**src/rtl/uart_rx_port.sv**
```systemverilog
// uart_rx_port
// ------------
// Memory-mapped 8N1 UART receiver for the slurm16 peripheral bus. The
// asynchronous UART_RX pin is synchronised, bits are timed with a down-counter
// derived from CLOCK_FREQ/BAUD_RATE, start and stop bits are validated, and
// good bytes are queued in a small circular FIFO that the CPU drains through
// two register addresses.
//
// Ports
//   clk         system clock
//   RST         asynchronous, active-high reset
//   UART_RX     serial input, idle high, asynchronous to clk
//   ADDRESS     register select; only ADDRESS[0] is decoded
//                 0: DATA   {8'h00, head byte}, a read pops a non-empty FIFO
//                 1: STATUS {12'h000, overrun, frame_err, full, not_empty},
//                    a read clears overrun and frame_err
//   RD          one-cycle read strobe qualified by ADDRESS
//   DATA_OUT    registered read data, valid the cycle after RD, held until
//               the next RD
//   IRQ         high while the FIFO holds at least one byte
//   state_dbg_o receiver FSM state, for observation only
//
// Bus handshake: there is no valid/ready pair. RD is a single-cycle request
// that is always accepted; DATA_OUT carries its response from the next cycle
// and holds it until the following RD.
module uart_rx_port #(
    parameter int CLOCK_FREQ = 6000000,
    parameter int BAUD_RATE  = 115200,
    parameter int FIFO_DEPTH = 4
) (
    input  logic        clk,
    input  logic        RST,
    input  logic        UART_RX,
    input  logic [3:0]  ADDRESS,
    input  logic        RD,
    output logic [15:0] DATA_OUT,
    output logic        IRQ,
    output logic [2:0]  state_dbg_o
);

    localparam int BIT_CYCLES  = CLOCK_FREQ / BAUD_RATE;
    localparam int HALF_CYCLES = BIT_CYCLES / 2;
    localparam int CW          = (BIT_CYCLES > 2) ? $clog2(BIT_CYCLES) : 1;
    localparam int PW          = $clog2(FIFO_DEPTH);
    localparam int NW          = PW + 1;

    localparam logic [CW-1:0] HALF_LOAD = CW'(HALF_CYCLES - 1);
    localparam logic [CW-1:0] BIT_LOAD  = CW'(BIT_CYCLES - 1);
    localparam logic [NW-1:0] DEPTH_N   = NW'(FIFO_DEPTH);

    typedef enum logic [2:0] {
        S_IDLE   = 3'd0,
        S_START  = 3'd1,
        S_DATA   = 3'd2,
        S_STOP   = 3'd3,
        S_WAITHI = 3'd4
    } state_t;

    // Two-stage synchroniser, idle-high so reset does not look like a start bit
    logic rx_meta_q, rxs_q;

    state_t        state_q, state_d;
    logic [CW-1:0] cnt_q, cnt_d;
    logic [2:0]    idx_q, idx_d;
    logic [7:0]    shift_q, shift_d;

    logic [7:0]    mem_q [FIFO_DEPTH];
    logic [PW-1:0] rd_ptr_q, wr_ptr_q;
    logic [NW-1:0] count_q, count_d;

    logic          overrun_q, overrun_d;
    logic          frame_err_q, frame_err_d;
    logic [15:0]   data_out_q, data_out_d;

    logic push, pop, set_ovr, set_fe;
    logic data_rd, status_rd, cnt_zero, not_empty, full;

    logic unused_addr;
    assign unused_addr = ^ADDRESS[3:1];

    assign not_empty = (count_q != '0);
    assign full      = (count_q == DEPTH_N);
    assign data_rd   = RD && !ADDRESS[0];
    assign status_rd = RD &&  ADDRESS[0];
    assign pop       = data_rd && not_empty;
    assign cnt_zero  = (cnt_q == '0);

    assign DATA_OUT    = data_out_q;
    assign IRQ         = not_empty;
    assign state_dbg_o = state_q;

    always_ff @(posedge clk or posedge RST) begin
        if (RST) begin
            rx_meta_q <= 1'b1;
            rxs_q     <= 1'b1;
        end else begin
            rx_meta_q <= UART_RX;
            rxs_q     <= rx_meta_q;
        end
    end

    // Receiver FSM: next state and datapath controls
    always_comb begin
        state_d = state_q;
        cnt_d   = cnt_q;
        idx_d   = idx_q;
        shift_d = shift_q;
        push    = 1'b0;
        set_ovr = 1'b0;
        set_fe  = 1'b0;
        case (state_q)
            S_IDLE: begin
                if (!rxs_q) begin
                    cnt_d   = HALF_LOAD;
                    state_d = S_START;
                end
            end
            S_START: begin
                if (cnt_zero) begin
                    if (!rxs_q) begin
                        idx_d   = 3'd0;
                        cnt_d   = BIT_LOAD;
                        state_d = S_DATA;
                    end else begin
                        // Line went back high by mid start bit: a glitch
                        state_d = S_IDLE;
                    end
                end else begin
                    cnt_d = cnt_q - CW'(1);
                end
            end
            S_DATA: begin
                if (cnt_zero) begin
                    shift_d[idx_q] = rxs_q;
                    cnt_d          = BIT_LOAD;
                    if (idx_q == 3'd7) begin
                        state_d = S_STOP;
                    end else begin
                        idx_d = idx_q + 3'd1;
                    end
                end else begin
                    cnt_d = cnt_q - CW'(1);
                end
            end
            S_STOP: begin
                if (cnt_zero) begin
                    if (rxs_q) begin
                        // A same-cycle pop frees the slot this push needs
                        if (full && !pop) begin
                            set_ovr = 1'b1;
                        end else begin
                            push = 1'b1;
                        end
                        state_d = S_IDLE;
                    end else begin
                        set_fe  = 1'b1;
                        state_d = S_WAITHI;
                    end
                end else begin
                    cnt_d = cnt_q - CW'(1);
                end
            end
            S_WAITHI: begin
                // Break or long low line: wait for idle before re-arming
                if (rxs_q) begin
                    state_d = S_IDLE;
                end
            end
            default: begin
                state_d = S_IDLE;
            end
        endcase
    end

    always_ff @(posedge clk or posedge RST) begin
        if (RST) begin
            state_q <= S_IDLE;
            cnt_q   <= '0;
            idx_q   <= '0;
            shift_q <= '0;
        end else begin
            state_q <= state_d;
            cnt_q   <= cnt_d;
            idx_q   <= idx_d;
            shift_q <= shift_d;
        end
    end

    // Register reads, FIFO occupancy and sticky flags
    always_comb begin
        data_out_d = data_out_q;
        if (status_rd) begin
            data_out_d = {12'h000, overrun_q, frame_err_q, full, not_empty};
        end else if (data_rd) begin
            data_out_d = not_empty ? {8'h00, mem_q[rd_ptr_q]} : 16'h0000;
        end

        count_d = count_q;
        if (push && !pop) begin
            count_d = count_q + NW'(1);
        end else if (pop && !push) begin
            count_d = count_q - NW'(1);
        end

        // A flag raised in the same cycle as a STATUS read survives the clear
        overrun_d   = set_ovr | (overrun_q   & !status_rd);
        frame_err_d = set_fe  | (frame_err_q & !status_rd);
    end

    always_ff @(posedge clk or posedge RST) begin
        if (RST) begin
            rd_ptr_q    <= '0;
            wr_ptr_q    <= '0;
            count_q     <= '0;
            overrun_q   <= 1'b0;
            frame_err_q <= 1'b0;
            data_out_q  <= 16'h0000;
        end else begin
            if (push) begin
                wr_ptr_q <= wr_ptr_q + PW'(1);
            end
            if (pop) begin
                rd_ptr_q <= rd_ptr_q + PW'(1);
            end
            count_q     <= count_d;
            overrun_q   <= overrun_d;
            frame_err_q <= frame_err_d;
            data_out_q  <= data_out_d;
        end
    end

    // Storage needs no reset: count_q alone decides which entries are valid
    always_ff @(posedge clk) begin
        if (push) begin
            mem_q[wr_ptr_q] <= shift_q;
        end
    end

endmodule
```
**config.mk**
```make
export PLATFORM = sky130hd
export DESIGN_NAME = uart_rx_port
export DESIGN_NICKNAME = d
export VERILOG_FILES = /design/src/rtl/uart_rx_port.sv
export SDC_FILE = /design/constraint.sdc
export NUM_CORES = 1
export LEC_CHECK = 0
export CAP_MARGIN = 10
export CORE_UTILIZATION = 50
export CTS_CLUSTER_SIZE = 8
export DETAILED_ROUTE_END_ITERATION = 10
export PLACE_DENSITY_LB_ADDON = 0.15
export SYNTH_ARGS = -nofsm -noshare
export SYNTH_HDL_FRONTEND = slang
export SYNTH_SLANG_ARGS = --single-unit
```
**constraint.sdc**
```tcl
create_clock -name clk -period 3.33 [get_ports clk]
set_clock_uncertainty 0.05 [all_clocks]
set_input_delay 0.8325 -clock clk [delete_from_list [all_inputs] [get_ports clk]]
set_output_delay 0.8325 -clock clk [all_outputs]
set_load 0.005 [all_outputs]
```
==> flow_summary.json, run 1 <==
{
  "numPortBuffers": 16,
  "synth.distinct_cells": 48,
  "peakVddDrop_mv": 0.418,
  "synth_seq_cells": 71,
  "synth_compound_area_share_pct": 10.4,
  "finalSetupViolCount": 0,
  "critical_path_class": "flip-flop to flip-flop",
  "clkSinkCount": 71,
  "grt_overflow": 0,
  "insertion_delay_ns": 0.35,
  "cts_max_path_buffers": 2,
  "cts_made_buffers": 9,
  "critPathTopFamily": "adder cells",
  "dp_hpwl_um": 3700,
  "hp-class": "flip-flop to flip-flop",
  "cp.arrival_ns": 3.09,
  "synth_top_family_by_area": "simple AND/OR/NAND/NOR gates",
  "die_h_um": 83.2,
  "synthMuxAreaShare_pct": 8.96,
  "setup.worst_path.end_class": "flip-flop",
  "htreeDepth": 3,
  "yosys-top-cells-area": "edfxtp_1 (29%), dfrtp_1 (28%), mux4_2 (5.5%)",
  "ys.flop_type": "dfrtp_1",
  "stdcell_count": 361,
  "period_share_pct": 86.1,
  "synthTopCellsByCount": "dfrtp_1 (37), edfxtp_1 (32), inv_1 (21), nor2_1 (13)",
  "r2r_slack_ns": 0.46,
  "synth.top_cell.area_share_pct": 29.1,
  "drc": 0,
  "vias_per_cell": 5.44,
  "post_drt_wl_per_cell_um": 15.3,
  "cp_max_fo": 7,
  "grt_pass1_vias": 1882,
  "slew_headroom_pct": 62.1,
  "synthSimpleGateAreaFrac_pct": 10.6,
  "critical_path.cell_chain": "inv_1 > ha_1 > nor3b_4 > nand4_2 > a311oi_4 > ha_1 > inv_1 > fa_1 > xor2_1 > nor2_1 > xor2_1",
  "vias": 1964,
  "die_w_um": 83.2,
  "numPlacedInstances": 345,
  "yosysMostFrequentCell": "dfrtp_1",
  "r2r-start": "cnt_q[0]",
  "synth_warnings": 0,
  "finalMaxSlewViolations": 0,
  "reg2reg_to": "count_q[2]",
  "antenna_found_initial": 0,
  "async_reset_ff_share_pct": 54.9,
  "gp_congestion": 0.738,
  "layout.nets": 297,
  "worst_pin_slew_ns": 0.568,
  "rsz0062_at_grt": "no",
  "max_cap_violations": 0,
  "final_layout_size_suffix_gt1_share_pct": 18.7,
  "ios": 28,
  "drtAntennaViolNets": 0,
  "yosys.area_share.adder_pct": 4.02,
  "grt_pass1_wl_um": 9560,
  "clock.fmax_mhz": 349,
  "worstSetupStartpointType": "flip-flop",
  "fin_crit_ns": 2.87,
  "synth_xor_area_share_pct": 1.59,
  "routed_wl_um": 5510,
  "slowest_delay_ns": 0.45,
  "grt_max_degree": 40,
  "p_leak_nw": 1.49,
  "cts_tree": "built",
  "postCtsSetupBuffers": 0,
  "area_growth_pct": 12.4,
  "status": "completed",
  "rows": 29,
  "fin_setup_tns_ns": 0,
  "cts_root_buffer": "clkbuf_8",
  "startpoint": "cnt_q[0]",
  "n_fill_cell": 519,
  "min_from": "rx_meta_q",
  "power.density_nw_per_um2": 703,
  "holdBufCountCts": 0,
  "cts_resized": 0,
  "synth_edf_count": 32,
  "ys_seq_area_share_pct": 58.8,
  "die-area_sq_um": 6920,
  "critPathRequiredTime_ns": 3.56,
  "antenna_cells": 0,
  "first_pass_iters": 4,
  "drtIter0Drc": 72,
  "start_util_pct": 51.9,
  "clkTransAtPathRegs_ns": 0.08,
  "synth_area_sq_um": 3300,
  "min_to": "rxs_q",
  "cp_slowest_cell": "dfrtp_1",
  "grt_util_all_layers_pct": 18.1,
  "synthCells": 257,
  "critPathBufInv": 2,
  "hold-path-cell-count": 0,
  "core_sq_um": 6350,
  "reg2reg_depth": 11,
  "hold_viol": 0,
  "syn_avg_cell_area_sq_um": 12.8,
  "yosysTopAreaCell": "edfxtp_1"
}
-- layer usage --
layer	global-route usage, %	vias up	wire length [um]
met5	0	-	0
li1	-	961	-
met2	26.5	39	2560
met4	7.52	0	84
met3	4.57	6	157
met1	25.8	958	2710
-- cell type report --
class | count | area (sq um) | share of cell area, %
Inverter | 21 | 78.8 | 2.13
Multi-Input combinational cell | 154 | 1200 | 32.5
Clock inverter | 7 | 57.6 | 1.55
Tap cell | 77 | 96.3 | 2.60
Clock buffer | 9 | 124 | 3.34
Timing Repair Buffer | 22 | 205 | 5.54
Sequential cell | 71 | 1940 | 52.3
-- cell usage in the layout, fill, tap and decap left out, types with 6 or more instances in the layout --
master / synthesis / routed
a21oi_1: 10 / 10
buf_4: 8 / 6
clkbuf_8: 0 / 9
clkdlybuf4s50_1: 0 / 16
conb_1: 1 / 8
dfrtp_1: 37 / 37
edfxtp_1: 32 / 32
ha_1: 9 / 9
inv_1: 21 / 21
mux2_2: 8 / 8
mux4_2: 8 / 8
nand2_1: 12 / 12
nor2_1: 13 / 13
nor3_1: 6 / 6
o21ai_0: 12 / 12
-- sequential cells by signal, indices dropped and copies added, names as in the netlist --
signal / count
overrun_q: 1
DATA_OUT: 8
state_dbg_o: 3
shift_q: 8
frame_err_q: 1
mem_q: 32
count_q: 3
idx_q: 3
rx_meta_q: 1
cnt_q: 6
wr_ptr_q: 2
rd_ptr_q: 2
rxs_q: 1
-- power by group --
group / total (mW) / switching (mW) / internal, mW
logic: 0.726 / 0.312 / 0.413
registers: 1.25 / 0.214 / 1.04
clock network: 0.631 / 0.352 / 0.279
total: 2.61 / 0.878 / 1.73
-- cell families (layout without fill, tap and decap cells) --
| kind of cell | after synthesis | after routing |
|---|---|---|
| flip-flops | 71 | 71 |
| buffers and inverters | 39 | 59 |
| XOR/XNOR | 6 | 6 |
| multiplexers | 18 | 18 |
| AND/OR/NAND/NOR | 62 | 62 |
| AO/OA/AOI/OAI | 50 | 50 |
| other | 1 | 8 |
| adder cells (fa/ha/maj) | 10 | 10 |
-- metrics by stage --
stage	utilization (%)	cell area (sq um)	worst slack, ns	hold WS [ns]	total power [mW]
3_3_place_gp	55.5	3520	0.348	0.298	1.99
5_1_grt	58.4	3710	0.221	0.312	2.78
3_5_place_dp	55.5	3520	0.339	0.299	2.00
4_1_cts	58.4	3710	0.468	0.311	2.63
6_report	58.4	3710	0.462	0.310	2.61
2_1_floorplan	-	3320	0.628	0.295	1.78
-- worst max-delay path by stage --
stage	endpoint	cells after the start
after floorplan	count_q[2]	11
after global placement	count_q[2]	9
after detailed placement	count_q[2]	9
after CTS	count_q[2]	11
after global routing	count_q[2]	11
final	count_q[2]	11
Power figures use the tool's default switching activity.
==> run 2: changes to the inputs <==
--- a/config.mk
+++ b/config.mk
@@ -9,7 +9,8 @@
 export CORE_UTILIZATION = 50
 export CTS_CLUSTER_SIZE = 8
 export DETAILED_ROUTE_END_ITERATION = 10
-export PLACE_DENSITY_LB_ADDON = 0.15
+export PLACE_DENSITY = 0.7
+export SLEW_MARGIN = 0
 export SYNTH_ARGS = -nofsm -noshare
 export SYNTH_HDL_FRONTEND = slang
 export SYNTH_SLANG_ARGS = --single-unit
==> run 2 against run 1 <==
  * Non-clock buffer count unchanged
  * Largest cell class unchanged
  * Sequential share of layout area up 0.11 points
  * Worst setup slack worse by 0.026 ns
  * Design area fell by 0.20%
  * Routed wire length increased by 1.7%
  * Largest power group unchanged
  * Count of clock-buffer cells in the layout is the same
  * Sequential power hardly changed
  * Core utilization down 0.12 points
  * Global-route usage is 0.54 points higher
  * Die area unchanged
  * Register-to-register slack worse by 0.03 ns
==> flow_summary.json, run 2 (synthesized netlist as in run 1, its figures left out) <==
{
  "status": "completed",
  "slew_headroom_pct": 61.2,
  "utilization_pct": 58.2,
  "setup.worst_path.end_class": "flip-flop",
  "cts_root_buffer": "clkbuf_8",
  "power.density_nw_per_um2": 697,
  "cts_tree": "built",
  "vias_per_cell": 5.43,
  "cp_max_fo": 7,
  "drc": 0,
  "area_growth_pct": 12.2,
  "fin_setup_tns_ns": 0,
  "antenna_found_initial": 0,
  "rows": 29,
  "dp_hpwl_um": 3820,
  "largest_register_ffs": 32,
  "finalMaxSlewViolations": 0,
  "finalSetupViolCount": 0,
  "cp.arrival_ns": 3.12,
  "cts_max_path_buffers": 2,
  "cts_resized": 0,
  "n_fill_cell": 510,
  "critical_path_class": "flip-flop to flip-flop",
  "top_register": "mem_q",
  "fin_hold_ws_ns": 0.306,
  "die_h_um": 83.2,
  "fin_crit_ns": 2.89,
  "power_mw": 2.58,
  "holdBufCountCts": 0,
  "worst_pin_slew_ns": 0.582,
  "peakVddDrop_mv": 0.560,
  "rsz0062_at_grt": "no",
  "final_cell_mix": "dfrtp_1 (37), edfxtp_1 (32), inv_1 (21)",
  "gp_congestion": 0.760,
  "cts_made_buffers": 9,
  "htreeDepth": 3,
  "start_util_pct": 51.9,
  "drtIter0Drc": 64,
  "p_leak_nw": 1.49,
  "clkSinkCount": 71,
  "first_pass_iters": 4,
  "period_share_pct": 86.9,
  "hold_viol": 0,
  "grt_pass1_wl_um": 9890,
  "postCtsSetupBuffers": 0,
  "die-area_sq_um": 6920,
  "design_area_sq_um": 3700,
  "insertion_delay_ns": 0.34,
  "worstSetupStartpointType": "flip-flop",
  "stdcell_count": 361,
  "critPathRequiredTime_ns": 3.55,
  "drtAntennaViolNets": 0,
  "clock.fmax_mhz": 345,
  "ios": 28,
  "routed_wl_um": 5610,
  "grt_pass1_vias": 2025,
  "numPortBuffers": 16,
  "grt_util_all_layers_pct": 18.6,
  "mostFrequentLayoutCell": "dfrtp_1",
  "seq_area_sq_um": 1940,
  "numPlacedInstances": 345,
  "final_layout_size_suffix_gt1_share_pct": 18.3,
  "vias": 1960,
  "setup_slack_ns": 0.436,
  "core_sq_um": 6350,
  "max_cap_violations": 0,
  "post_drt_wl_per_cell_um": 15.5,
  "layout.nets": 297,
  "die_w_um": 83.2,
  "placed_area_sq_um": 3520,
  "grt_overflow": 0,
  "multi_input_area_sq_um": 1200,
  "place_ws_ns": 0.308,
  "antenna_cells": 0,
  "hp-class": "flip-flop to flip-flop",
  "clkTransAtPathRegs_ns": 0.08,
  "grt_max_degree": 40
}
run 2: worst paths after layout:
kind / from / end / slack, ns / cells after the start
setup / recovery: cnt_q[0] / count_q[2] / 0.44 / 11
hold / removal: rx_meta_q / rxs_q / 0.31 / 0
setup reg to reg: cnt_q[0] / count_q[2] / 0.44 / 11
hold reg to reg: rx_meta_q / rxs_q / 0.31 / 0
max in group asynchronous: RST / rxs_q / 2.01 / 3
min in group asynchronous: RST / overrun_q / 0.85 / 3
run 2: final cells by class:
cell class / instances / share of cell area [%]
sequential: 71 / 52.4
inverter: 21 / 2.13
tap: 77 / 2.60
clock inverter: 7 / 1.35
multi-input combinational: 154 / 32.6
clock buffer: 9 / 3.35
timing repair buffer: 22 / 5.55
run 2: critical path: stages (launching register included):
cell and delay [ns]:
dfrtp_1 0.44, inv_1 0.10, ha_1 0.23, nor3b_4 0.36, nand4_2 0.25, a311oi_4 0.29
ha_1 0.25, inv_1 0.07, fa_1 0.37, xor2_1 0.17, nor2_1 0.11, xor2_1 0.15
run 2: report_power, final:
part | internal [mW] | switching (mW)
combinational | 0.412 | 0.315
clock | 0.269 | 0.324
sequential | 1.04 | 0.218
run 2: per-layer routing:
metal / share of wire (%) / global-route usage [%]
met1: 45 / 23.5
met2: 51 / 30.9
met5: 0 / 0
met4: 1.2 / 6.58
met3: 3.1 / 5.07
==> RTL edit 1 (config.mk and constraints of run 2) <==
Change the parameter `BAUD_RATE` from 115200 to 460800.
--- a/src/rtl/uart_rx_port.sv
+++ b/src/rtl/uart_rx_port.sv
@@ -25,7 +25,7 @@
 // and holds it until the following RD.
 module uart_rx_port #(
     parameter int CLOCK_FREQ = 6000000,
-    parameter int BAUD_RATE  = 115200,
+    parameter int BAUD_RATE  = 460800,
     parameter int FIFO_DEPTH = 4
 ) (
     input  logic        clk,
Behaviour: not the same (a bounded check fails within 10 cycles, from zero or initial values and one cycle with RST high).
==> RTL edit 1 against run 2 <==
Synthesized cell count shrank 6.6%. Clock power grew 48%. Final area shrank 2.4%. Sequential cell count shrank 2. Area after synthesis shrank 5.0%. Total power grew 5.8%. Routed wire length shrank 10%. Highest routed layer unchanged. Largest power group unchanged. Setup slack gained 0.15 ns. Global-route usage shrank 1.1 points. Non-clock buffer count is the same. Via count shrank 8.1%.
==> RTL edit 1: results (changes against run 2) <==
place:
  pre_cts_ws_ns: 0.3788  # +0.07088 ns
  dpl.cell_count: 324  # -6.1%
  gp_congestion: 0.7813  # +2.8%
  place_area_um2: 3347  # -5.0%
  hpwl_um: 3460  # -9.3%
finish:
  nNetsFinal: 277  # -6.7%
  nFillCells: 471  # -7.6%
  drive_above_1_share: 0.1396  # -0.04348
  diodes: 0  # unchanged
route:
  drt_iter0_drc: 79  # +23%
  wl_per_cell_um: 14.84  # -4.5%
  drt_wl_total_um: 5044  # -10%
  num_vias: 1801  # -8.1%
power:
  p_leak_nw: 1.458  # -2.1%
  ir_worst_vdd_mv: 0.4997  # -11%
clocking:
  insertion_delay_ns: 0.34  # about the same
  cts_made_buffers: 9  # unchanged
global_route:
  grt_max_degree: 25  # -38%
  gr-usage-all-layers: 0.1752  # -0.01089
  grt_first_pass_wirelength_um: 8300  # -16%
  grt_pass1_vias: 1705  # -16%
setup_path:
  cpPeakStageDelay_ns: 0.41  # -0.03 ns
  crit_fanout: 9  # +2
  worstPathArrival_ns: 2.96  # -0.16 ns
yosys:
  synth_top_area_frac: 0.3070  # +0.01549
  ys_seq_area_frac: 0.6035  # +0.01528
  postSynth.asyncResetShare: 0.5362  # -0.01306
  synth_common_cells: "35 x dfrtp_1, 32 x edfxtp_1, 20 x inv_1, 11 x nand2_1, 10 x nor2_1"
  ys_top_cells_by_area: "edfxtp_1 31%, dfrtp_1 28%, mux4_2 5.8%, mux2_1 3.2%, ha_1 3.2%"
run_status:
  outcome: "finished clean"
timing:
  slew_headroom: 0.6045  # -0.007712
[RTL edit 1: cell count changes after synthesis, moves of 4 or more]
cell            run 2  this run
o21ai_0            12         3
and2_2              4         0
and2_1              0         4
mux2_2              8         1
mux2_1              0         9
a21o_1              5         1
nor2b_1             1         5
o21ai_1             0         6
[RTL edit 1: cell type report]
class / count / area, um^2 / area share
Timing Repair Buffer: 22 / 205.2 / 0.05687
Multi-Input combinational cell: 138 / 1084 / 0.3003
Inverter: 20 / 75.07 / 0.02080
Tap cell: 75 / 93.84 / 0.02601
Clock inverter: 7 / 137.6 / 0.03814
Sequential cell: 69 / 1889 / 0.5236
Clock buffer: 9 / 123.9 / 0.03433
[RTL edit 1: cells by family (layout without fill, tap and decap cells)]
group	after synthesis	count (layout)	share of synthesized area
flip-flops	69	69	0.6035
multiplexers	21	21	0.1047
buffers and inverters	40	58	0.05875
AO/OA/AOI/OAI	35	35	0.07154
other	1	8	0.001198
AND/OR/NAND/NOR	59	59	0.1051
adder cells (fa/ha/maj)	9	9	0.03837
XOR/XNOR	6	6	0.01679
[RTL edit 1: path summary, 6_finish.rpt]
path,from,endpoint,slack (ns)
setup reg to reg,cnt_q[0],count_q[2],0.59
setup / recovery,cnt_q[0],count_q[2],0.59
hold reg to reg,rx_meta_q,rxs_q,0.31
hold / removal,rx_meta_q,rxs_q,0.31
min in group asynchronous,RST,count_q[2],0.77
max in group asynchronous,RST,rx_meta_q,1.70
[RTL edit 1: routing by layer]
layer | up-vias | part of all wire | track usage
met4 | 0 | 0.016 | 0.05893
met2 | 36 | 0.48 | 0.2681
met5 | - | 0 | 0
li1 | 881 | - | -
met1 | 876 | 0.46 | 0.2308
met3 | 8 | 0.039 | 0.06404
[RTL edit 1: power by group through the flow]
stage,Sequential (mW),Combinational (mW),Clock (mW)
final,1.21,0.641,0.878
after global routing,1.24,0.725,0.930
after CTS,1.21,0.646,0.897
after detailed placement,1.23,0.642,0
after global placement,1.22,0.634,0
after floorplan,1.12,0.550,0
[RTL edit 1: worst max-delay path, delay by kind of cell (launching register included)]
family	cells	cell delay (ns)
XOR/XNOR	2	0.32
adder cells (fa/ha/maj)	3	0.90
buffers and inverters	2	0.16
flip-flops	1	0.41
AND/OR/NAND/NOR	4	0.84
==> RTL edit 2 (flow settings as in run 2) <==
Without the edit above. Make the reset (`RST`) synchronous in 3 clocked blocks. Comments in the files are not updated.
--- a/src/rtl/uart_rx_port.sv
+++ b/src/rtl/uart_rx_port.sv
@@ -89,7 +89,7 @@
     assign IRQ         = not_empty;
     assign state_dbg_o = state_q;
 
-    always_ff @(posedge clk or posedge RST) begin
+    always_ff @(posedge clk) begin
         if (RST) begin
             rx_meta_q <= 1'b1;
             rxs_q     <= 1'b1;
@@ -172,7 +172,7 @@
         endcase
     end
 
-    always_ff @(posedge clk or posedge RST) begin
+    always_ff @(posedge clk) begin
         if (RST) begin
             state_q <= S_IDLE;
             cnt_q   <= '0;
@@ -207,7 +207,7 @@
         frame_err_d = set_fe  | (frame_err_q & !status_rd);
     end
 
-    always_ff @(posedge clk or posedge RST) begin
+    always_ff @(posedge clk) begin
         if (RST) begin
             rd_ptr_q    <= '0;
             wr_ptr_q    <= '0;
Formal check against the unedited RTL: differs if RST is asserted again (counterexample within 4 cycles, from zero or initial values and one cycle with RST high); with RST held inactive, the same outputs for 10 cycles.
==> RTL edit 2 against run 2 <==
The run now ends with design-rule violations left. Routed wire length up 13%. Setup slack improved by 0.041 ns. Die area grew 3.6%. Final area up 4.6%. Area after synthesis up 3.7%. Critical path depth down 1. Sequential cell count is 2 higher. Register-to-register slack better by 0.11 ns. Critical endpoint is now count_q[2]. Largest cell class unchanged. Highest routed layer unchanged.
Power is not compared: it rests on default switching activity, and its combinational part moved more than twofold at a synthesized area within 25%.
==> RTL edit 2: results (changes against run 2) <==
clocking:
  cts_made_buffers: 9  # unchanged
  cts_resized: 0  # unchanged
  cts_buffer_depth: 2  # unchanged
  htree_levels: 3  # unchanged
  clk_pin_slew_worst_paths_ns: 0.07
finish:
  registers.top_by_ff_count: "mem_q"
  nFillCells: 527  # +3.3%
  drive_above_1_share: 0.1411  # -0.04199
  nNetsFinal: 339  # +14%
  stdcell_count: 403  # +12%
global_route:
  antenna_found_initial: 0  # unchanged
  grt_pass1_vias: 2212  # +9.2%
  gr-usage-all-layers: 0.1969  # +0.01078
  grt_max_degree: 25  # -38%
  grt_first_pass_wirelength_um: 10770  # +8.9%
setup_path:
  cpPeakStageDelay_ns: 0.48  # +0.04 ns
  critPathTopFamily: "simple AND/OR/NAND/NOR gates"
  r2r_cells: 11  # unchanged
  crit_fanout: 5  # -2
  cp_slowest_cell: "clkdlybuf4s50_1"
  worstPathArrival_ns: 3.07  # -0.05 ns
route:
  dr.pass1.iters: 9  # +5
  drc: 1  # +1
  viasPerCell: 5.720  # +5.3%
  drt_iter0_drc: 85  # +33%
  drt_wl_total_um: 6324  # +13%
place:
  hpwl_um: 4262  # +12%
  gp_congestion: 0.8597  # +13%
  pre_cts_ws_ns: 0.1414  # -0.1665 ns
  portBuffers: 16  # unchanged
  place_area_um2: 3633  # +3.1%
  dpl.cell_count: 387  # +12%
run_status:
  violations: "design-rule violations"
  outcome: "finished, violations left"
power:
  ir_worst_vdd_mv: 0.2452
  power.internal_mw: 1.509
yosys:
  postSynth.asyncResetShare: 0  # -0.5493
  ys_seq_area_frac: 0.5210  # -0.06720
  ys_top_cells_by_area: "edfxtp_1 28%, dfxtp_1 24%, mux4_2 5.3%, ha_1 3.3%, mux2i_1 2.9%"
  synth.distinct_cells: 59  # +23%
  synthCells: 302  # +18%
  synth_common_cells: "41 x dfxtp_1, 32 x edfxtp_1, 26 x nor2_1, 18 x a21oi_1, 15 x nand2b_1"
timing:
  tightest_slew_ns: 0.6653  # +0.08357 ns
worst_hold_path:
  hold_path_depth: 1  # +1
  hold_class: "reg -> reg"
RTL edit 2: changes by cell type after synthesis, sizes merged, moves of 10 or more:
cell / change
dfrtp: -37
dfxtp: +41
inv: -11
nand2b: +10
nor2: +14
RTL edit 2: per-layer routing:
| metal | vias to the layer above | GRT usage | share of wire |
|---|---|---|---|
| met5 | - | 0 | 0 |
| met4 | 0 | 0.06009 | 0.0060 |
| met3 | 4 | 0.06391 | 0.059 |
| met2 | 72 | 0.3208 | 0.49 |
| met1 | 1099 | 0.2513 | 0.45 |
| li1 | 1130 | - | - |
RTL edit 2: final timing paths:
check,start,endpoint,slack [ns]
max,ADDRESS[0],count_q[2],0.48
min,rx_meta_q,rxs_q,0.37
max reg2reg,cnt_q[0],count_q[2],0.55
min reg2reg,rx_meta_q,rxs_q,0.37
RTL edit 2: logic make-up after synthesis:
kind of cell / after synthesis / synth area share
simple gates: 108 / 0.1826
flops: 73 / 0.5210
compound gates: 54 / 0.1134
buf+inv: 34 / 0.05086
mux: 18 / 0.08196
fa+ha+maj: 10 / 0.03879
xor+xnor: 4 / 0.01025
other cells: 1 / 0.001097
RTL edit 2: area by class of cell:
type                       count  area [um^2]  area share
clock buffer                  10        127.6     0.03300
clock inverter                 6        106.4     0.02750
inverter                      10        37.54    0.009706
multi-input combinational    202         1490      0.3853
sequential                    73         1782      0.4607
tap                           77        96.34     0.02491
timing repair buffer          25        227.7     0.05888
RTL edit 2: power by group through the flow:
stage               sequential, mW  combinational, mW  clock, mW
finish                       0.970              0.189      0.812
global route                 0.972              0.210      0.879
CTS                          0.969              0.188      0.828
detailed placement           0.990              0.187          0
global placement             0.990              0.187          0
floorplan                    0.973              0.176          0
